`src/rtl/seg_scan_driver.sv`:
```
// Multiplexed seven-segment scanner with double-buffered content, PWM brightness,
// per-digit blink and a dead cycle at the start of every digit slot.
module seg_scan_driver #(
    parameter int DIGITS       = 8,
    parameter int SCAN_DIV     = 1024,
    parameter int BLINK_FRAMES = 128
) (
    input  logic                  clk,
    input  logic                  rst_n,
    input  logic [4*DIGITS-1:0]   data,
    input  logic [DIGITS-1:0]     dp,
    input  logic [DIGITS-1:0]     enable,
    input  logic [DIGITS-1:0]     blink,
    input  logic [3:0]            brightness,
    input  logic                  load_req,
    output logic                  load_ack,
    output logic                  frame_tick,
    output logic [DIGITS-1:0]     cat,
    output logic [7:0]            seg
);

    localparam int SC_W      = $clog2(SCAN_DIV);
    localparam int IDX_W     = $clog2(DIGITS);
    localparam int BC_W      = (BLINK_FRAMES > 1) ? $clog2(BLINK_FRAMES) : 1;
    localparam int DUTY_STEP = SCAN_DIV / 16;

    localparam logic [SC_W-1:0]  SC_LAST  = SC_W'(SCAN_DIV - 1);
    localparam logic [IDX_W-1:0] IDX_LAST = IDX_W'(DIGITS - 1);
    localparam logic [BC_W-1:0]  BC_LAST  = BC_W'(BLINK_FRAMES - 1);

    function automatic logic [6:0] hex7(input logic [3:0] n);
        case (n)
            4'h0: hex7 = 7'h3F;
            4'h1: hex7 = 7'h06;
            4'h2: hex7 = 7'h5B;
            4'h3: hex7 = 7'h4F;
            4'h4: hex7 = 7'h66;
            4'h5: hex7 = 7'h6D;
            4'h6: hex7 = 7'h7D;
            4'h7: hex7 = 7'h07;
            4'h8: hex7 = 7'h7F;
            4'h9: hex7 = 7'h6F;
            4'hA: hex7 = 7'h77;
            4'hB: hex7 = 7'h7C;
            4'hC: hex7 = 7'h39;
            4'hD: hex7 = 7'h5E;
            4'hE: hex7 = 7'h79;
            default: hex7 = 7'h71;
        endcase
    endfunction

    logic [SC_W-1:0]     sc_q, sc_d;
    logic [IDX_W-1:0]    idx_q, idx_d;
    logic [BC_W-1:0]     blink_cnt_q, blink_cnt_d;
    logic                hidden_q, hidden_d;
    logic [4*DIGITS-1:0] data_sh_q, data_sh_d;
    logic [DIGITS-1:0]   dp_sh_q, dp_sh_d;
    logic [DIGITS-1:0]   en_sh_q, en_sh_d;
    logic [DIGITS-1:0]   blink_sh_q, blink_sh_d;
    logic [3:0]          bright_sh_q, bright_sh_d;
    logic                load_ack_q, load_ack_d;
    logic                frame_tick_q, frame_tick_d;
    logic [DIGITS-1:0]   cat_q, cat_d;
    logic [7:0]          seg_q, seg_d;

    logic                boundary;
    logic                lit;
    logic [SC_W:0]       duty;

    always_comb begin
        sc_d         = sc_q;
        idx_d        = idx_q;
        blink_cnt_d  = blink_cnt_q;
        hidden_d     = hidden_q;
        data_sh_d    = data_sh_q;
        dp_sh_d      = dp_sh_q;
        en_sh_d      = en_sh_q;
        blink_sh_d   = blink_sh_q;
        bright_sh_d  = bright_sh_q;
        cat_d        = '1;
        seg_d        = '0;

        boundary = (sc_q == SC_LAST) && (idx_q == IDX_LAST);
        duty     = (SC_W + 1)'((32'(bright_sh_q) + 32'd1) * 32'(DUTY_STEP));

        // sc = 0 stays dark so the previous digit's segments never bleed into this one
        lit = (sc_q != '0) && ({1'b0, sc_q} < duty) && en_sh_q[idx_q]
              && !(blink_sh_q[idx_q] && hidden_q);

        if (lit) begin
            cat_d = ~(DIGITS'(1) << idx_q);
            seg_d = {dp_sh_q[idx_q], hex7(data_sh_q[{idx_q, 2'b00} +: 4])};
        end

        if (sc_q == SC_LAST) begin
            sc_d  = '0;
            idx_d = (idx_q == IDX_LAST) ? '0 : idx_q + 1'b1;
        end else begin
            sc_d = sc_q + 1'b1;
        end

        if (boundary) begin
            if (blink_cnt_q == BC_LAST) begin
                blink_cnt_d = '0;
                hidden_d    = ~hidden_q;
            end else begin
                blink_cnt_d = blink_cnt_q + 1'b1;
            end
        end

        // Content is only committed between frames so a frame is never torn
        if (boundary && load_req) begin
            data_sh_d   = data;
            dp_sh_d     = dp;
            en_sh_d     = enable;
            blink_sh_d  = blink;
            bright_sh_d = brightness;
        end

        load_ack_d   = boundary && load_req;
        frame_tick_d = boundary;
    end

    always_ff @(posedge clk) begin
        if (!rst_n) begin
            sc_q         <= '0;
            idx_q        <= '0;
            blink_cnt_q  <= '0;
            hidden_q     <= 1'b0;
            data_sh_q    <= '0;
            dp_sh_q      <= '0;
            en_sh_q      <= '0;
            blink_sh_q   <= '0;
            bright_sh_q  <= '0;
            load_ack_q   <= 1'b0;
            frame_tick_q <= 1'b0;
            cat_q        <= '1;
            seg_q        <= '0;
        end else begin
            sc_q         <= sc_d;
            idx_q        <= idx_d;
            blink_cnt_q  <= blink_cnt_d;
            hidden_q     <= hidden_d;
            data_sh_q    <= data_sh_d;
            dp_sh_q      <= dp_sh_d;
            en_sh_q      <= en_sh_d;
            blink_sh_q   <= blink_sh_d;
            bright_sh_q  <= bright_sh_d;
            load_ack_q   <= load_ack_d;
            frame_tick_q <= frame_tick_d;
            cat_q        <= cat_d;
            seg_q        <= seg_d;
        end
    end

    assign load_ack   = load_ack_q;
    assign frame_tick = frame_tick_q;
    assign cat        = cat_q;
    assign seg        = seg_q;

endmodule

```
`config.mk`:
```
export PLATFORM = sky130hd
export DESIGN_NAME = seg_scan_driver
export DESIGN_NICKNAME = d
export VERILOG_FILES = /design/src/rtl/seg_scan_driver.sv
export SDC_FILE = /design/constraint.sdc
export NUM_CORES = 1
export LEC_CHECK = 0
export BUFFER_PORTS_ARGS = -buffer_cell sky130_fd_sc_hd__buf_4
export CAP_MARGIN = 20
export CORE_UTILIZATION = 60
export DETAILED_ROUTE_END_ITERATION = 8
export HOLD_SLACK_MARGIN = 0.02
export PLACE_DENSITY = 0.94
export SETUP_SLACK_MARGIN = 0.3
export SYNTH_ARGS = -nofsm -noshare
export SYNTH_HDL_FRONTEND = slang
export SYNTH_SLANG_ARGS = --single-unit
```
`constraint.sdc`:
```
create_clock -name clk -period 6.12 [get_ports clk]
set_input_delay 0.918 -clock clk [delete_from_list [all_inputs] [get_ports clk]]
set_output_delay 0.918 -clock clk [all_outputs]
set_load 0.02 [all_outputs]
```
==> results of run 1 <==
[layout make-up]
type | instances | area [um2] | share of cell area
clock buffers | 11 | 141 | 0.0267
clock inverters | 5 | 61.3 | 0.0116
inverters | 12 | 45.0 | 0.00849
multi-input cells | 350 | 2330 | 0.440
flip-flops and latches | 99 | 1980 | 0.374
well taps | 99 | 124 | 0.0234
repair buffers | 82 | 616 | 0.116
[layout by cell type (no fill, tap or decap), types with 4 or more instances in the layout]
cell / instances
xnor2_1: 9
buf_4: 81
a21oi_1: 4
and2_1: 11
a21boi_0: 61
mux2i_1: 9
nand2_1: 141
nand3_1: 15
inv_1: 12
xor2_1: 8
nor2b_1: 4
mux4_2: 12
nand4_1: 6
and3_1: 6
ha_1: 20
dfxtp_1: 99
clkbuf_8: 10
nor2_1: 16
[worst max-delay path, cell delays in order, from the launching register on]
cell and delay (ns):
dfxtp_1 0.97, ha_1 0.34, ha_1 0.20, inv_1 0.06, nor4_2 0.27, clkbuf_4 0.28, and2_2 0.87, nand2_1 0.17
a21boi_0 0.24
[metrics by stage]
step                utilization  worst slack, ns  power (mW)
finish                    0.731             2.60        1.12
global route              0.731             2.36        1.16
CTS                       0.730             2.16        1.13
detailed placement        0.702             2.31       0.712
global placement          0.702             2.42       0.712
floorplan                     -             3.78       0.677
[per-layer routing]
metal,track usage,up-vias
li1,-,1765
met3,0.0457,19
met4,0.126,0
met5,0,-
met2,0.433,144
met1,0.325,1694
[logic make-up after synthesis]
family | synth area share
flops | 0.439
mux | 0.0930
simple gates | 0.202
fa+ha+maj | 0.0554
buf+inv | 0.0473
xor+xnor | 0.0329
compound gates | 0.130
[power by group through the flow]
| stage | clock, mW | sequential (mW) | combinational [mW] |
|---|---|---|---|
| final | 0.424 | 0.647 | 0.0508 |
| after global routing | 0.459 | 0.648 | 0.0535 |
| after CTS | 0.428 | 0.647 | 0.0503 |
| after detailed placement | 0 | 0.662 | 0.0496 |
| after global placement | 0 | 0.662 | 0.0498 |
| after floorplan | 0 | 0.662 | 0.0146 |
[sequential cells by signal, indices dropped and copies added (netlist names)]
register / flops
sc_q: 10
blink_sh_q: 8
bright_sh_q: 4
frame_tick: 1
blink_cnt_q: 7
seg: 8
cat: 8
dp_sh_q: 8
hidden_q: 1
idx_q: 3
load_ack: 1
en_sh_q: 8
data_sh_q: 32
[how the worst max path moves through the flow]
stage	start	cells after the start	end	slack, ns
floorplan	idx_q[0]$_SDFFE_PN0N_	9	seg[6]$_SDFF_PN0_	3.78
global placement	idx_q[1]$_SDFFE_PN0N_	7	data_sh_q[29]$_SDFFE_PN0P_	2.42
detailed placement	idx_q[1]$_SDFFE_PN0N_	7	en_sh_q[5]$_SDFFE_PN0P_	2.31
CTS	idx_q[1]$_SDFFE_PN0N_	7	dp_sh_q[4]$_SDFFE_PN0P_	2.16
global route	idx_q[1]$_SDFFE_PN0N_	8	dp_sh_q[4]$_SDFFE_PN0P_	2.36
finish	idx_q[1]$_SDFFE_PN0N_	8	dp_sh_q[4]$_SDFFE_PN0P_	2.60
==> impl_results.html, run 1 <==
<table>
<tr><th>Metric</th><th>Value</th></tr>
<tr><th colspan="2">Pwr</th></tr>
<tr><td>Sw Ratio</td><td>0.216</td></tr>
<tr><td>Net load switching power</td><td>0.242 mW</td></tr>
<tr><td>Cell leakage power</td><td>2.04 nW</td></tr>
<tr><td>Worst supply voltage drop on vdd</td><td>0.140 mV</td></tr>
<tr><td>Clock group share of total power</td><td>0.378</td></tr>
<tr><td>Flop pwr share</td><td>0.577</td></tr>
<tr><td>Power per cell area</td><td>212 mW/mm2</td></tr>
<tr><td>Cell Int Power</td><td>0.880 mW</td></tr>
<tr><td>Combinational power share</td><td>0.045</td></tr>
<tr><th colspan="2">Critical path</th></tr>
<tr><td>Setup slack of the worst register-to-register path</td><td>2.60 ns</td></tr>
<tr><td>Worst reg2reg path endpoint</td><td>dp_sh_q[4]$_SDFFE_PN0P_</td></tr>
<tr><td>Start-to-end type of the worst setup path</td><td>reg2reg</td></tr>
<tr><td>Launching point of the worst reg2reg path</td><td>idx_q[1]$_SDFFE_PN0N_</td></tr>
<tr><td>Arrival time worst endpoint</td><td>3.79 ns</td></tr>
<tr><td>Nature of the critical path endpoint</td><td>register</td></tr>
<tr><td>Depth of the worst register-to-register path</td><td>8</td></tr>
<tr><td>Data required time of the worst path</td><td>6.39 ns</td></tr>
<tr><td>Critical path startpoint category</td><td>register</td></tr>
<tr><td>Top fanout value on the critical path</td><td>60</td></tr>
<tr><th colspan="2">Place</th></tr>
<tr><td>Area of placed instances</td><td>0.00509 mm2</td></tr>
<tr><td>Weighted congestion at the end of routability-driven global placement</td><td>0.859</td></tr>
<tr><td>Buffers on Ports</td><td>80</td></tr>
<tr><td>Post-detail-place hpwl</td><td>6.38 mm</td></tr>
<tr><td>Total placed cells including tap cells</td><td>641</td></tr>
<tr><th colspan="2">Logic synthesis</th></tr>
<tr><td>Number of synthesized flops with an enable pin</td><td>0</td></tr>
<tr><td>Cell types with the largest area share after synthesis</td><td>dfxtp_1 44%, nand2_1 12%, a21boi_0 10%</td></tr>
<tr><td>Yosys warning total</td><td>0</td></tr>
<tr><td>Flip-flop cell with the highest count after synthesis</td><td>dfxtp_1</td></tr>
<tr><td>Commonest cells post-synth</td><td>142 x nand2_1, 99 x dfxtp_1, 61 x a21boi_0</td></tr>
<tr><td>Sequential area share after synthesis</td><td>0.439</td></tr>
<tr><td>Number of standard cells after synthesis</td><td>493</td></tr>
<tr><td>Cell type contributing the most total cell area after synthesis</td><td>dfxtp_1</td></tr>
<tr><td>#FFs+latches synth</td><td>99</td></tr>
<tr><td>Area fraction of the dominant cell type after synthesis</td><td>0.439</td></tr>
<tr><td>Mean instance size in the synthesized netlist</td><td>9.17 um2</td></tr>
<tr><td>Most instantiated library cell after synthesis</td><td>nand2_1</td></tr>
<tr><td>Number of nets in the synthesized netlist</td><td>576</td></tr>
<tr><td>Yosys cell types</td><td>38</td></tr>
<tr><td>Cell area after technology mapping</td><td>0.00452 mm2</td></tr>
<tr><td>FFs w/ async S/R, synth</td><td>0</td></tr>
<tr><th colspan="2">STA</th></tr>
<tr><td>Maximum frequency from static timing analysis</td><td>284 MHz</td></tr>
<tr><td>Final critical-path required period</td><td>3.52 ns</td></tr>
<tr><td>Tightest hold margin</td><td>0.468 ns</td></tr>
<tr><td>Setup violators final</td><td>0</td></tr>
<tr><td>Unrepaired setup endpoints after global routing</td><td>false</td></tr>
<tr><td>Total count of hold-check failures in the final report</td><td>0</td></tr>
<tr><td>Slew at the pin with the worst max-slew slack</td><td>1.05 ns</td></tr>
<tr><td>Max-slew violation count</td><td>0</td></tr>
<tr><td>Setup Total Neg Slack</td><td>0 ns</td></tr>
<tr><td>Worst slew slack as a fraction of its limit</td><td>0.297</td></tr>
<tr><td>Fraction of the cycle the final worst path needs</td><td>0.575</td></tr>
<tr><td>Fin Clk Skew</td><td>0.0134 ns</td></tr>
<tr><th colspan="2">Route</th></tr>
<tr><td>Detailed Route Iter0 Violations</td><td>239</td></tr>
<tr><td>Number of design rule violations left after detail routing</td><td>0</td></tr>
<tr><td>Total routed wirelength</td><td>9.49 mm</td></tr>
<tr><td>Mean routed wirelength per cell</td><td>14.4 um</td></tr>
<tr><td>Routed vias</td><td>3622</td></tr>
<tr><td>Top layer in use</td><td>met4</td></tr>
<tr><td>Routed length on met1</td><td>4.00 mm</td></tr>
<tr><td>DRT antenna net count</td><td>0</td></tr>
<tr><td>Router iterations before antenna repair</td><td>5</td></tr>
<tr><td>Met3 WL post-DR</td><td>548 um</td></tr>
<tr><td>Detail Route met2 WL</td><td>4.75 mm</td></tr>
<tr><td>Via density per instance</td><td>5.50</td></tr>
<tr><th colspan="2">Global routing</th></tr>
<tr><td>Maximum number of pins on one net before global-route repair</td><td>78</td></tr>
<tr><td>Global route overflow</td><td>0</td></tr>
<tr><td>Number of antenna violations at the first check in global routing</td><td>0</td></tr>
<tr><td>Vias in the first global route</td><td>3494</td></tr>
<tr><td>Wire length of the first global-routing pass</td><td>15.6 mm</td></tr>
<tr><td>Total track usage</td><td>0.259</td></tr>
<tr><th colspan="2">Clocking</th></tr>
<tr><td>CTS Root Cell</td><td>clkbuf_8</td></tr>
<tr><td>Worst-path clk slew</td><td>0.10 ns</td></tr>
<tr><td>Setup fix buffers added after clock tree synthesis</td><td>0</td></tr>
<tr><td>Number of sinks driven by the clock tree</td><td>99</td></tr>
<tr><td>Post-CTS sizing</td><td>0</td></tr>
<tr><td>Buffers from clock root to sink, at most</td><td>2</td></tr>
<tr><td>Clock tree from TritonCTS</td><td>done</td></tr>
<tr><td>CTS hold repair buffers</td><td>0</td></tr>
<tr><td>Maximum level of the CTS H-tree</td><td>3</td></tr>
<tr><td>CTS Buf Count</td><td>9</td></tr>
<tr><td>Clock Latency Late Sink</td><td>0.36 ns</td></tr>
<tr><th colspan="2">Final layout</th></tr>
<tr><td>Count of antenna diodes in the layout</td><td>0</td></tr>
<tr><td>Filler instances</td><td>520</td></tr>
<tr><td>Area Overhead vs Synth</td><td>17.3%</td></tr>
<tr><td>Non-filler instance count after layout</td><td>658</td></tr>
<tr><td>Design Area, Final</td><td>0.00530 mm2</td></tr>
<tr><td>Share of layout cells above drive strength 1</td><td>0.213</td></tr>
<tr><td>Number of nets in the final layout</td><td>637</td></tr>
<tr><th colspan="2">Floorplan</th></tr>
<tr><td>Full die area</td><td>0.00788 mm2</td></tr>
<tr><td>Core footprint</td><td>0.00725 mm2</td></tr>
<tr><td>I/O pin count</td><td>81</td></tr>
<tr><td>Die outline height</td><td>88.8 um</td></tr>
<tr><td>Initial cell density of the core</td><td>0.623</td></tr>
<tr><td>Standard-cell row count</td><td>31</td></tr>
<tr><td>Horizontal extent of the die</td><td>88.8 um</td></tr>
<tr><th colspan="2">Min path</th></tr>
<tr><td>Worst hold path class</td><td>reg2reg</td></tr>
<tr><td>Endpoint of the worst hold path</td><td>data_sh_q[0]$_SDFFE_PN0P_</td></tr>
<tr><td>Worst Hold Path Cells</td><td>2</td></tr>
<tr><td>Start point of the worst hold path</td><td>data_sh_q[0]$_SDFFE_PN0P_</td></tr>
<tr><th colspan="2">Run status</th></tr>
<tr><td>Result of the run</td><td>finished, final reports clean</td></tr>
<tr><th colspan="2">Run</th></tr>
<tr><td>Maximum capacitance violations</td><td>0</td></tr>
</table>
Power figures use the tool's default switching activity.
==> inputs of run 2 (changes only) <==
--- a/config.mk
+++ b/config.mk
@@ -5,12 +5,13 @@
 export SDC_FILE = /design/constraint.sdc
 export NUM_CORES = 1
 export LEC_CHECK = 0
+export ABC_AREA = 1
 export BUFFER_PORTS_ARGS = -buffer_cell sky130_fd_sc_hd__buf_4
 export CAP_MARGIN = 20
-export CORE_UTILIZATION = 60
+export CORE_UTILIZATION = 56
 export DETAILED_ROUTE_END_ITERATION = 8
 export HOLD_SLACK_MARGIN = 0.02
-export PLACE_DENSITY = 0.94
+export PLACE_DENSITY = 0.89
 export SETUP_SLACK_MARGIN = 0.3
 export SYNTH_ARGS = -nofsm -noshare
 export SYNTH_HDL_FRONTEND = slang
==> constraint.sdc (replaced) <==
create_clock -name clk -period 3.48 [get_ports clk]
set_input_delay 0.522 -clock clk [delete_from_list [all_inputs] [get_ports clk]]
set_output_delay 0.522 -clock clk [all_outputs]
set_load 0.02 [all_outputs]
==> run 2 against run 1 <==
Net effect:
- core utilization shrank 6.1 points
- first-iteration DRC count grew 14%
- design area grew 3.8%
- combinational power grew 100%
- non-clock buffer count grew 3
- die area grew 12%
- register-to-register slack lost 2.0 ns
- count of clock-buffer cells in the layout is the same
- routed wire length grew 21%
- synthesized cell count grew 31%
- sequential share of layout area shrank 1.4 points
- critical path type unchanged
- largest power group unchanged
- highest routed layer unchanged
==> impl_results.html, run 2 <==
<table>
<tr><th>Metric</th><th>Value</th></tr>
<tr><th colspan="2">Run status</th></tr>
<tr><td>Result of the run</td><td>finished, final reports clean</td></tr>
<tr><th colspan="2">Route</th></tr>
<tr><td>Number of design rule violations left after detail routing</td><td>0</td></tr>
<tr><td>Detailed Route Iter0 Violations</td><td>273</td></tr>
<tr><td>Routed vias</td><td>4594</td></tr>
<tr><td>Router iterations before antenna repair</td><td>5</td></tr>
<tr><td>Total routed wirelength</td><td>11.5 mm</td></tr>
<tr><td>Mean routed wirelength per cell</td><td>14.1 um</td></tr>
<tr><td>Via density per instance</td><td>5.64</td></tr>
<tr><td>DRT antenna net count</td><td>0</td></tr>
<tr><th colspan="2">Floorplan</th></tr>
<tr><td>Standard-cell row count</td><td>33</td></tr>
<tr><td>Horizontal extent of the die</td><td>94.1 um</td></tr>
<tr><td>Core footprint</td><td>0.00822 mm2</td></tr>
<tr><td>Initial cell density of the core</td><td>0.578</td></tr>
<tr><td>Full die area</td><td>0.00885 mm2</td></tr>
<tr><td>Die outline height</td><td>94.1 um</td></tr>
<tr><td>I/O pin count</td><td>81</td></tr>
<tr><th colspan="2">Place</th></tr>
<tr><td>Area of placed instances</td><td>0.00529 mm2</td></tr>
<tr><td>Total placed cells including tap cells</td><td>799</td></tr>
<tr><td>Buffers on Ports</td><td>80</td></tr>
<tr><td>Post-detail-place hpwl</td><td>7.78 mm</td></tr>
<tr><td>Worst slack after detailed placement</td><td>0.738 ns</td></tr>
<tr><td>Weighted congestion at the end of routability-driven global placement</td><td>0.918</td></tr>
<tr><th colspan="2">Global routing</th></tr>
<tr><td>Maximum number of pins on one net before global-route repair</td><td>73</td></tr>
<tr><td>Number of antenna violations at the first check in global routing</td><td>0</td></tr>
<tr><td>Total track usage</td><td>0.276</td></tr>
<tr><td>Wire length of the first global-routing pass</td><td>19.2 mm</td></tr>
<tr><td>Global route overflow</td><td>0</td></tr>
<tr><td>Vias in the first global route</td><td>4258</td></tr>
<tr><th colspan="2">Logic synthesis</th></tr>
<tr><td>Cell types with the largest area share after synthesis</td><td>dfxtp_1 42%, nor2_1 9.5%, nand2_1 7.0%</td></tr>
<tr><td>Most instantiated library cell after synthesis</td><td>nor2_1</td></tr>
<tr><td>Commonest cells post-synth</td><td>120 x nor2_1, 99 x dfxtp_1, 88 x nand2_1</td></tr>
<tr><td>Number of synthesized flops with an enable pin</td><td>0</td></tr>
<tr><td>#FFs+latches synth</td><td>99</td></tr>
<tr><td>Cell type contributing the most total cell area after synthesis</td><td>dfxtp_1</td></tr>
<tr><td>Number of nets in the synthesized netlist</td><td>730</td></tr>
<tr><td>Cell area after technology mapping</td><td>0.00475 mm2</td></tr>
<tr><td>Yosys warning total</td><td>0</td></tr>
<tr><td>FFs w/ async S/R, synth</td><td>0</td></tr>
<tr><td>Mean instance size in the synthesized netlist</td><td>7.34 um2</td></tr>
<tr><td>Flip-flop cell with the highest count after synthesis</td><td>dfxtp_1</td></tr>
<tr><td>Area fraction of the dominant cell type after synthesis</td><td>0.418</td></tr>
<tr><td>Yosys cell types</td><td>29</td></tr>
<tr><td>Sequential area share after synthesis</td><td>0.418</td></tr>
<tr><td>Number of standard cells after synthesis</td><td>647</td></tr>
<tr><th colspan="2">Critical path</th></tr>
<tr><td>Setup slack of the worst register-to-register path</td><td>0.63 ns</td></tr>
<tr><td>Depth of the worst register-to-register path</td><td>13</td></tr>
<tr><td>Arrival time worst endpoint</td><td>3.16 ns</td></tr>
<tr><td>Critical path startpoint category</td><td>register</td></tr>
<tr><td>Launching point of the worst reg2reg path</td><td>idx_q[0]$_SDFFE_PN0N_</td></tr>
<tr><td>Worst reg2reg path endpoint</td><td>seg[5]$_SDFF_PN0_</td></tr>
<tr><td>Data required time of the worst path</td><td>3.80 ns</td></tr>
<tr><td>Nature of the critical path endpoint</td><td>register</td></tr>
<tr><td>Start-to-end type of the worst setup path</td><td>reg2reg</td></tr>
<tr><td>Top fanout value on the critical path</td><td>30</td></tr>
<tr><th colspan="2">Pwr</th></tr>
<tr><td>Clock group share of total power</td><td>0.384</td></tr>
<tr><td>Sw Ratio</td><td>0.225</td></tr>
<tr><td>Power per cell area</td><td>366 mW/mm2</td></tr>
<tr><td>Cell leakage power</td><td>2.41 nW</td></tr>
<tr><td>Net load switching power</td><td>0.453 mW</td></tr>
<tr><td>Flop pwr share</td><td>0.565</td></tr>
<tr><td>Cell Int Power</td><td>1.56 mW</td></tr>
<tr><td>Worst supply voltage drop on vdd</td><td>0.214 mV</td></tr>
<tr><td>Combinational power share</td><td>0.051</td></tr>
<tr><th colspan="2">STA</th></tr>
<tr><td>Setup Total Neg Slack</td><td>0 ns</td></tr>
<tr><td>Final setup slack of the worst path</td><td>0.635 ns</td></tr>
<tr><td>Total count of hold-check failures in the final report</td><td>0</td></tr>
<tr><td>Slew at the pin with the worst max-slew slack</td><td>0.709 ns</td></tr>
<tr><td>Maximum frequency from static timing analysis</td><td>351 MHz</td></tr>
<tr><td>Fin Clk Skew</td><td>0.00894 ns</td></tr>
<tr><td>Fraction of the cycle the final worst path needs</td><td>0.818</td></tr>
<tr><td>Setup violators final</td><td>0</td></tr>
<tr><td>Final critical-path required period</td><td>2.85 ns</td></tr>
<tr><td>Max-slew violation count</td><td>0</td></tr>
<tr><td>Worst slew slack as a fraction of its limit</td><td>0.527</td></tr>
<tr><td>Unrepaired setup endpoints after global routing</td><td>false</td></tr>
<tr><th colspan="2">Final layout</th></tr>
<tr><td>Area Overhead vs Synth</td><td>16.0%</td></tr>
<tr><td>Count of antenna diodes in the layout</td><td>0</td></tr>
<tr><td>Design Area, Final</td><td>0.00550 mm2</td></tr>
<tr><td>Share of layout cells above drive strength 1</td><td>0.176</td></tr>
<tr><td>Non-filler instance count after layout</td><td>815</td></tr>
<tr><td>Most used cells in the layout excluding fill and tap cells</td><td>120 x nor2_1, 99 x dfxtp_1, 88 x nand2_1, 85 x buf_4</td></tr>
<tr><td>Most common cell after layout, fill and taps aside</td><td>nor2_1</td></tr>
<tr><td>Register containing the most flip-flops in the final layout</td><td>data_sh_q</td></tr>
<tr><td>Biggest registers after layout</td><td>data_sh_q x32, sc_q x10</td></tr>
<tr><td>Max FFs per register</td><td>32</td></tr>
<tr><td>Number of nets in the final layout</td><td>788</td></tr>
<tr><th colspan="2">Clocking</th></tr>
<tr><td>Maximum level of the CTS H-tree</td><td>3</td></tr>
<tr><td>Setup fix buffers added after clock tree synthesis</td><td>0</td></tr>
<tr><td>Clock Latency Late Sink</td><td>0.37 ns</td></tr>
<tr><td>Buffers from clock root to sink, at most</td><td>2</td></tr>
<tr><td>Clock tree from TritonCTS</td><td>done</td></tr>
<tr><td>CTS Buf Count</td><td>9</td></tr>
<tr><td>Post-CTS sizing</td><td>0</td></tr>
<tr><td>CTS Root Cell</td><td>clkbuf_8</td></tr>
<tr><td>CTS hold repair buffers</td><td>0</td></tr>
<tr><td>Number of sinks driven by the clock tree</td><td>99</td></tr>
<tr><td>Worst-path clk slew</td><td>0.10 ns</td></tr>
<tr><th colspan="2">Min path</th></tr>
<tr><td>Worst hold path class</td><td>in2reg</td></tr>
<tr><td>Worst Hold Path Cells</td><td>3</td></tr>
<tr><td>Start point of the worst hold path</td><td>brightness[0]</td></tr>
<tr><td>Endpoint of the worst hold path</td><td>bright_sh_q[0]$_SDFFE_PN0P_</td></tr>
<tr><th colspan="2">Run</th></tr>
<tr><td>Maximum capacitance violations</td><td>0</td></tr>
</table>
run 2: changes by cell type after synthesis, moves of 24 or more:
cell      previous run  this run
nor2_1              16       120
a21boi_0            61         0
nand2_1            142        88
nor3_1               2        54
o21ai_0              3        49
nand3_1             15        54
o21ai_1              0        34
inv_1               12        36
run 2: routing by layer:
metal,vias up,routed length [um],track usage
li1,2247,-,-
met1,2092,4820,0.351
met2,214,5270,0.443
met3,41,979,0.0518
met4,0,399,0.145
met5,-,0,0
run 2: how the worst max path moves through the flow:
stage | endpoint | cells after the start | slack, ns | start
after floorplan | seg[1]$_SDFF_PN0_ | 14 | 1.39 | idx_q[0]$_SDFFE_PN0N_
after global placement | seg[5]$_SDFF_PN0_ | 13 | 0.97 | idx_q[0]$_SDFFE_PN0N_
after detailed placement | seg[3]$_SDFF_PN0_ | 11 | 0.74 | idx_q[0]$_SDFFE_PN0N_
after CTS | seg[5]$_SDFF_PN0_ | 13 | 0.68 | idx_q[0]$_SDFFE_PN0N_
after global routing | seg[5]$_SDFF_PN0_ | 13 | 0.34 | idx_q[0]$_SDFFE_PN0N_
final | seg[5]$_SDFF_PN0_ | 13 | 0.63 | idx_q[0]$_SDFFE_PN0N_
run 2: cell type report:
cell class	instances	area, um2
multi-input combinational	470	2390
tap	105	131
fill	679	2710
clock buffer	11	151
clock inverter	5	61.3
inverter	40	150
timing repair buffer	85	638
sequential	99	1980
run 2: critical path: stages (launching register included):
cell and delay, ns:
dfxtp_1 0.68, inv_2 0.35, o21ai_0 0.25, nand2_1 0.07
o21ai_0 0.53, inv_1 0.20, ha_1 0.25, inv_1 0.07
nand2_1 0.10, nand2_1 0.08, nand2_1 0.05, nand2_1 0.05
nand2_1 0.05, inv_1 0.07
run 2: cells by family after synthesis:
family                     Yosys count  synth area share
AOI/OAI and AO/OA                  101             0.108
xor gates and xnor gates             6            0.0111
adders and majority gates           20            0.0527
buffers and inverters               78            0.0788
DFF                                 99             0.418
and+or+nand+nor                    343             0.332
run 2: through the flow:
step	total power [mW]	util	hold slack, ns
finish	2.01	0.670	0.369
global route	2.07	0.670	0.382
CTS	2.01	0.670	0.367
detailed placement	1.27	0.644	0.457
global placement	1.26	0.644	0.440
floorplan	1.20	-	0.430
run 2: power groups by stage:
stage               clock (mW)  sequential (mW)  combinational, mW
finish                   0.774             1.14              0.103
global route             0.819             1.14              0.111
CTS                      0.776             1.14              0.102
detailed placement           0             1.16              0.102
global placement             0             1.16             0.0973
floorplan                    0             1.16             0.0367
